## src/rtl/vigenere_stream_cipher.sv

```systemverilog
// ---------------------------------------------------------------------------
// vigenere_stream_cipher
//
// Streaming Vigenere engine. A table of KEY_LEN shift values (each 0..25) is
// loaded while idle, then characters stream through one per cycle. Letters are
// shifted by the current key slot (upper/lower case preserved) and advance the
// key index; every other byte passes unchanged and leaves the index alone.
//
// Ports:
//   clk, rst          clock; synchronous active-high reset
//   mode              0 = encrypt, 1 = decrypt (captured on start)
//   key_len           active key length (captured on start, 0 -> 1,
//                     values above KEY_LEN clamp to KEY_LEN)
//   key_wr/key_addr/key_data   key slot write port, idle state only
//   start / stop      enter / leave the streaming state
//   in_valid/in_ready/in_char  input byte handshake
//   out_valid/out_ready/out_char  registered output byte handshake
//   busy              high while streaming
// ---------------------------------------------------------------------------
module vigenere_stream_cipher #(
  parameter int KEY_LEN = 4,
  parameter int KIDX_W  = 2
) (
  input  logic              clk,
  input  logic              rst,
  input  logic              mode,
  input  logic [KIDX_W:0]   key_len,
  input  logic              key_wr,
  input  logic [KIDX_W-1:0] key_addr,
  input  logic [4:0]        key_data,
  input  logic              start,
  input  logic              stop,
  input  logic              in_valid,
  output logic              in_ready,
  input  logic [7:0]        in_char,
  output logic              out_valid,
  input  logic              out_ready,
  output logic [7:0]        out_char,
  output logic              busy
);

  typedef enum logic [0:0] {
    ST_LOAD = 1'b0,
    ST_RUN  = 1'b1
  } state_t;

  localparam logic [KIDX_W:0] LEN_MAX = (KIDX_W+1)'(KEY_LEN);

  state_t              state_r;
  logic [4:0]          key_r [KEY_LEN];
  logic [KIDX_W:0]     len_r;
  logic [KIDX_W-1:0]   idx_r;
  logic                mode_r;
  logic                out_valid_r;
  logic [7:0]          out_char_r;

  logic                in_ready_s;
  logic                accept_s;
  logic                letter_s;
  logic                idx_last_s;
  logic [4:0]          key_cur_s;
  logic [7:0]          xform_s;
  logic [KIDX_W:0]     len_clamp_s;

  // Reduce a 5-bit value (0..31) to 0..25.
  function automatic logic [4:0] mod26(input logic [4:0] v);
    if (v >= 5'd26) begin
      mod26 = v - 5'd26;
    end else begin
      mod26 = v;
    end
  endfunction

  function automatic logic is_lower(input logic [7:0] c);
    return (c >= 8'h61) && (c <= 8'h7A);
  endfunction

  function automatic logic is_upper(input logic [7:0] c);
    return (c >= 8'h41) && (c <= 8'h5A);
  endfunction

  // Shift a letter within its own case; k is already 0..25 so a single
  // conditional subtract keeps the 6-bit offset inside 0..25.
  function automatic logic [7:0] shift_char(input logic [7:0] c,
                                            input logic [4:0] k,
                                            input logic       dec);
    logic [7:0] base;
    logic [7:0] diff;
    logic [5:0] sum;
    if (is_lower(c)) begin
      base = 8'h61;
    end else begin
      base = 8'h41;
    end
    diff = c - base;
    if (dec) begin
      sum = diff[5:0] + 6'd26 - {1'b0, k};
    end else begin
      sum = diff[5:0] + {1'b0, k};
    end
    if (sum >= 6'd26) begin
      sum = sum - 6'd26;
    end else begin
      sum = sum;
    end
    if (is_lower(c) || is_upper(c)) begin
      shift_char = base + {2'b00, sum};
    end else begin
      shift_char = c;
    end
  endfunction

  // Handshake, transform and key-length clamping.
  always_comb begin
    in_ready_s = (state_r == ST_RUN) && (!out_valid_r || out_ready);
    accept_s   = in_valid && in_ready_s;
    letter_s   = is_lower(in_char) || is_upper(in_char);
    key_cur_s  = key_r[idx_r];
    xform_s    = shift_char(in_char, key_cur_s, mode_r);
    idx_last_s = ({1'b0, idx_r} == (len_r - (KIDX_W+1)'(1)));
    if (key_len == {(KIDX_W+1){1'b0}}) begin
      len_clamp_s = (KIDX_W+1)'(1);
    end else if (key_len > LEN_MAX) begin
      len_clamp_s = LEN_MAX;
    end else begin
      len_clamp_s = key_len;
    end
  end

  assign in_ready  = in_ready_s;
  assign out_valid = out_valid_r;
  assign out_char  = out_char_r;
  assign busy      = (state_r == ST_RUN);

  // Control FSM, key table, key index and the output register.
  always_ff @(posedge clk) begin
    if (rst) begin
      state_r     <= ST_LOAD;
      for (int i = 0; i < KEY_LEN; i++) begin
        key_r[i] <= 5'd0;
      end
      len_r       <= (KIDX_W+1)'(1);
      mode_r      <= 1'b0;
      idx_r       <= {KIDX_W{1'b0}};
      out_valid_r <= 1'b0;
      out_char_r  <= 8'h00;
    end else begin
      case (state_r)
        ST_LOAD: begin
          if (key_wr) begin
            key_r[key_addr] <= mod26(key_data);
          end
          if (start) begin
            mode_r  <= mode;
            len_r   <= len_clamp_s;
            idx_r   <= {KIDX_W{1'b0}};
            state_r <= ST_RUN;
          end
        end
        ST_RUN: begin
          // A byte accepted in the stop cycle is still processed normally.
          if (stop) begin
            state_r <= ST_LOAD;
          end
          if (accept_s && letter_s) begin
            idx_r <= idx_last_s ? {KIDX_W{1'b0}} : idx_r + KIDX_W'(1);
          end
        end
        default: begin
          state_r <= ST_LOAD;
        end
      endcase

      // Output stage: load on accept, otherwise drain when the sink takes it.
      if (accept_s) begin
        out_valid_r <= 1'b1;
        out_char_r  <= xform_s;
      end else if (out_ready) begin
        out_valid_r <= 1'b0;
      end
    end
  end

endmodule

```

## config.mk

```make
export PLATFORM = sky130hd
export DESIGN_NAME = vigenere_stream_cipher
export DESIGN_NICKNAME = d
export VERILOG_FILES = /design/src/rtl/vigenere_stream_cipher.sv
export SDC_FILE = /design/constraint.sdc
export NUM_CORES = 1
export LEC_CHECK = 0
export CAP_MARGIN = 30
export CORE_UTILIZATION = 55
export DETAILED_ROUTE_END_ITERATION = 6
export GPL_ROUTABILITY_DRIVEN = 0
export PLACE_DENSITY_LB_ADDON = 0.08
export SKIP_LAST_GASP = 1
export SLEW_MARGIN = 20
export SYNTH_ARGS = -nofsm -noshare
export SYNTH_HDL_FRONTEND = slang
export SYNTH_SLANG_ARGS = --single-unit
```

## constraint.sdc

```tcl
create_clock -name clk -period 5.56 [get_ports clk]
set_clock_uncertainty 0.05 [all_clocks]
set_input_delay 1.39 -clock clk [delete_from_list [all_inputs] [get_ports clk]]
set_output_delay 1.39 -clock clk [all_outputs]
set_load 0.02 [all_outputs]
```

======== Word level (Yosys, flattened, before mapping) ========
Memories as Yosys holds them, arrays and structs flattened. A register that Yosys moved wholly into a read port is not among the register bits.
Index checks and enable logic that the tools add are counted.
word-level totals
  bits in registers ....................... 16
  bits in writable memories ............... 20
  input port bits ......................... 26
  output and inout port bits .............. 11
  word-level logic and storage cells ...... 70
  memories ................................ 1
cells by class
  add/subtract/negate cells ............... 9
  $lt $le $gt $ge ......................... 7
  eq/ne operators ......................... 3
  mux-type cells .......................... 30
  bitwise gates (word level) .............. 1
  reductions and logical operators ........ 13
memories
  name   depth  bits a word  rd ports  clocked after memory_dff  write ports  RTL line  RTL
  key_r  4      5            1         1                         4            50        logic [4:0] key_r [KEY_LEN];
operator list
  kind                                                             number
  2-to-1 mux 5 bit                                                 5
  2-to-1 mux 6 bit                                                 3
  >= comparator 8 x 7 -> 1 bit (second input constant)             2
  less-or-equal comparator 8 x 7 -> 1 bit (second input constant)  2
  2-to-1 mux 2 bit                                                 6
  2-to-1 mux 1 bit                                                 11
  adder 7 x 6 -> 8 bit                                             1
  2-to-1 mux 8 bit                                                 1
  adder 6 x 5 -> 6 bit                                             1
  adder 6 x 5 -> 6 bit (second input constant)                     1
  >= comparator 6 x 5 -> 1 bit (second input constant)             1
  2-to-1 mux 3 bit                                                 2
  subtractor 6 x 5 -> 6 bit                                        1
  subtractor 6 x 5 -> 6 bit (second input constant)                1
  subtractor 6 bit                                                 1
  >= comparator 5 bit (second input constant)                      1
  logical AND 1 bit                                                5
  OR reduction 5 bit                                               1
  subtractor 5 bit (second input constant)                         1
  case mux 2 bit (2 select lines)                                  1
  AND reduction 2 bit                                              2
  equality test 2 x 3 -> 1 bit                                     1
  > comparator 3 bit (second input constant)                       1
  zero test 3 bit                                                  1
  other kinds (9)                                                  10

======== Logic depth before layout (Yosys ltp) ========
  depth in word-level cells ............... 11
  depth in mapped cells ................... 18
  gate-level depth less buffers ........... 17

======== Least setup slack after synthesis ========
No wires, ideal clock.
  path kind ............................... input to register
  start ................................... input port in_char[0]
  end ..................................... register out_char_r[4], in the netlist out_char[4]
  setup time .............................. 103 ps
  arrival time ............................ 4573 ps
  required time ........................... 5407 ps
  path slack .............................. 833 ps
  stages on the path ...................... 17
  path buffers ............................ 0
  cells stage by stage .................... inv_1 > ha_1 > nor3b_2 > xor2_1 > ha_1 > ha_1 > a21oi_1 > o21ai_1 > xor2_1 > o21ai_1 > xnor2_2 > o21a_4 > xnor2_1 > ha_1 > nand3_2 > xor2_1 > a2111oi_2
on the way
  word-level cells in the longest chain between the ends .. 11
  elaborated cells on any way between the ends .. 18
  those cells by class .................... 6 x add/sub; 5 x order compare; 4 x mux; 3 x reduce/logical
RTL lines
  what                                                                                            RTL line  RTL
  start: declaration                                                                              35        input logic [7:0] in_char,
  >= comparator 8 x 7 -> 1 bit / less-or-equal comparator 8 x 7 -> 1 bit (equally long branches)  75        return (c >= 8'h61) && (c <= 8'h7A);
  logical AND 1 bit                                                                               75
  2-to-1 mux 6 bit                                                                                90        if (is_lower(c)) begin
  subtractor 6 bit                                                                                95        diff = c - base;
  adder 6 x 5 -> 6 bit                                                                            97        sum = diff[5:0] + 6'd26 - {1'b0, k};
  subtractor 6 x 5 -> 6 bit                                                                       97
  2-to-1 mux 6 bit                                                                                96        if (dec) begin
  >= comparator 6 x 5 -> 1 bit                                                                    101       if (sum >= 6'd26) begin
  2-to-1 mux 6 bit                                                                                101
  adder 7 x 6 -> 8 bit                                                                            107       shift_char = base + {2'b00, sum};
  2-to-1 mux 8 bit (*)                                                                            106       if (is_lower(c) || is_upper(c)) begin
  end signal: assignment                                                                          177       out_char_r <= xform_s;
  end: declaration                                                                                55        logic [7:0] out_char_r;
Mark *: on every way between the ends. The rest lies on a longest branch, timed or not.
A chain may end at the register's enable or synchronous reset.

======== Worst setup path after layout ========
Same ends and word-level chain as after synthesis.

==> metrics.md <==
| Metric | Value |
|---|---|
| GRT Total Usage | 23.2% |
| Worst skew pair latency | 290 ps |
| Final hold vios | 0 |
| Prevailing post-synth register cell | edfxtp_1 |
| Sequential element share of the synthesized area | between 30% and 40% |
| DR pass1 iterations | 4 |
| Area delta synth->final | 20.0% |
| FFs w/ async S/R, synth | 0% |
| CORE AREA | 4720 µm² |
| Synth top area cells | edfxtp_1 (22%), dfxtp_1 (13%), ha_1 (11%), nor2_1 (5.3%), mux4_2 (4.2%) |
| Final #Nets | 383 |
| Required @ worst endpoint | 5710 ps |
| Crit-path slowest cell | clkdlybuf4s50_1 |
| Placement row count | 25 |
| Clock share of power | a little under a quarter |
| Total CTS buffers | 5 |
| Clock Tree Buf Depth | 2 |
| Via density | 5.48 |
| Slew Viols, Final | 0 |
| Share of cells above drive strength 1 | under 10% |
| Final min period | between 5000 and 6000 ps |
| GRT overflow | 0 |
| RSZ-0062 raised after global routing | no |
| Peak supply drop | 0.148 mV |
| Cells after Synth | 292 |
| Most used cell, CP | ha_1 |
| CP cell instances | clkdlybuf4s50_1, inv_1, ha_1, nor3b_2, xor2_1, ha_1, ha_1, a21oi_1, o21ai_1, xor2_1, o21ai_1, xnor2_2, o21a_4, xnor2_1, ha_1, nand3_2, xor2_1, a2111oi_2 |
| CTS tree | built |
| Synth Cell Area | 2700 µm² |
| Fillers | 414 |
| Net Sw Frac | 34.2% |
| PnR worst setup slack | 294 ps |
| Drt drc | 0 |
| H-tree levels | 2 |
| Vias in the first global route | 2071 |
| Routed WL per cell | roughly 14 µm |
| Met1 usage | roughly 30% |
| Critical Path Source Type | input port |
| Grt met3 use | 3.33% |
| Final ANT Viol Nets | 0 |
| Die area | a little over 5000 µm² |
| Post-synth net total | approximately 340 |
| Vias | about 2.2k |
| Final wirelength | 5.56 mm |
| N_diodes | 0 |
| Met2 Track Usage GR | 39.6% |
| Tightest Hold Check Type | register to register |
| Avg Synthesized Cell Area | a little over 9 µm² |
| Largest net degree at the start of global routing | 19 |
| Die W | between 70 and 80 µm |
| Synth top area share | between 20% and 30% |
| Post-CTS setup buffers | 0 |
| Root Buffer | clkbuf_8 |
| Clock Pin Slew Worst Setup and Hold Paths | ~90 ps |
| NetSw | 282 µW |
| Status | finished, final reports clean |
| Comb power frac | 37.9% |
| Drt initial violations | 97 |
| Initial antenna violation count | 0 |
| Flop pwr share | 38.6% |
| Pre-CTS setup slack | about 11 ps |
| Slew HR | 46.8% |
| Final Setup Violations | 0 |
| Kind of critical path | input port to register |
| Distinct cells, synth | 55 |
| Slowest stage delay, CP | 430 ps |
| Count of state elements after synthesis | 38 |
| Maximum clock frequency | 190 MHz |
| YS warnings | 0 |
| First-pass GRT wire length | just over 9 mm |
| Sinks on Clock Net | 38 |
| Top cells by count, synth | nor2_1 (38), inv_1 (24), nand2_1 (24), ha_1 (23) |
| Period utilization | 94.7% |
| # hold bufs at CTS | 0 |
| Post-CTS resize count | 0 |
| Max Cap Viol | 0 |
| Most frequent cell after synthesis | nor2_1 |
| Die H | 72 µm |
| Number of port buffers | 36 |
| Pwr dens | roughly 250 nW/µm² |
| Post-Route Utilization | about two thirds |
| EDFF count, synth | 20 |
| I/O pins | 37 |
| Synth area leader | edfxtp_1 |
| Critical Path AT | 5420 ps |
| Grt peak-use layer | met2 |
| Leak Pwr | 1.32 nW |
| Final setup TNS | 0 ps |
| Crit end category | register |
| Internal | 542 µW |
| Hpwl dp | 4.46 mm |
| Initial cell density of the core | roughly 57% |
| CP Max Fanout | 8 |
| Worst slew pin tran | 793 ps |
==> layer usage <==
metal / vias up / routed length (µm)
li1: 1103 / -
met1: 1024 / 2570
met2: 54 / 2700
met3: 10 / 186
met4: 0 / 102
met5: - / 0
==> cell usage in the layout, fill, tap and decap left out, drive strengths merged, types with 9 or more instances in the layout <==
cell           count
clkdlybuf4s50     36
o21ai             15
xor2              11
inv               25
a21oi             21
edfxtp            20
nor2              38
dfxtp             18
nand2             25
ha                23
xnor2              9
==> final cells by class <==
type                    instances  area [µm²]  area share (%)
flip-flops and latches         38         961            29.7
clock inverters                 3        21.3           0.658
multi-input cells             220        1600            49.5
inverters                      25        93.8            2.90
well taps                      67        83.8            2.59
repair buffers                 42         405            12.5
clock buffers                   5        68.8            2.13
==> path summary, 6_finish.rpt <==
path | from | slack [ps] | to | cells after the start
worst max-delay path | in_char[0] | 290 | out_char[4] | 18
worst min-delay path | out_char[0] | 410 | out_char[0] | 2
worst max register to register | register | 1290 | out_char[4] | 16
worst min register to register | out_char[0] | 410 | out_char[0] | 2
==> cells by family (layout without fill, tap and decap cells) <==
group	count (synthesis)	count (layout)	synth area share [%]
multiplexers	13	13	7.66
flip-flops	38	38	35.7
buffers and inverters	34	75	5.01
AND/OR/NAND/NOR	104	104	18.7
AO/OA/AOI/OAI	58	58	14.0
adder cells (fa/ha/maj)	25	25	12.2
XOR/XNOR	20	20	6.78
==> power by group through the flow <==
| stage | Combinational (mW) | Sequential (mW) | Clock [mW] |
|---|---|---|---|
| 2_1_floorplan | 0.221 | 0.327 | 0 |
| 3_3_place_gp | 0.305 | 0.324 | 0 |
| 3_5_place_dp | 0.310 | 0.325 | 0 |
| 4_1_cts | 0.312 | 0.318 | 0.191 |
| 5_1_grt | 0.344 | 0.320 | 0.201 |
| 6_report | 0.312 | 0.318 | 0.193 |
==> flip-flops by register name (all words and copies together) (netlist names), named ones only <==
name	cells
key_r	20
out_valid	1
mode_r	1
idx_r	2
len_r	3
busy	1
out_char	8
==> worst max-delay path, delay by kind of cell <==
kind | cells | cell delay, ps
AO/OA/AOI/OAI | 5 | 950
XOR/XNOR | 5 | 1070
adder cells (fa/ha/maj) | 4 | 1080
buffers and inverters | 2 | 550
AND/OR/NAND/NOR | 2 | 380
==> through the flow <==
stage / total power [mW] / hold slack, ps / instance area (µm²) / cells
3_5_place_dp: 0.634 / 401 / 3140 / 392
3_3_place_gp: 0.629 / 395 / 3140 / 392
6_report: 0.823 / 413 / 3230 / 400
2_1_floorplan: 0.548 / 407 / 2700 / 292
4_1_cts: 0.821 / 416 / 3230 / 400
5_1_grt: 0.865 / 442 / 3230 / 400
Note: power is estimated with default switching activity, not from simulation.
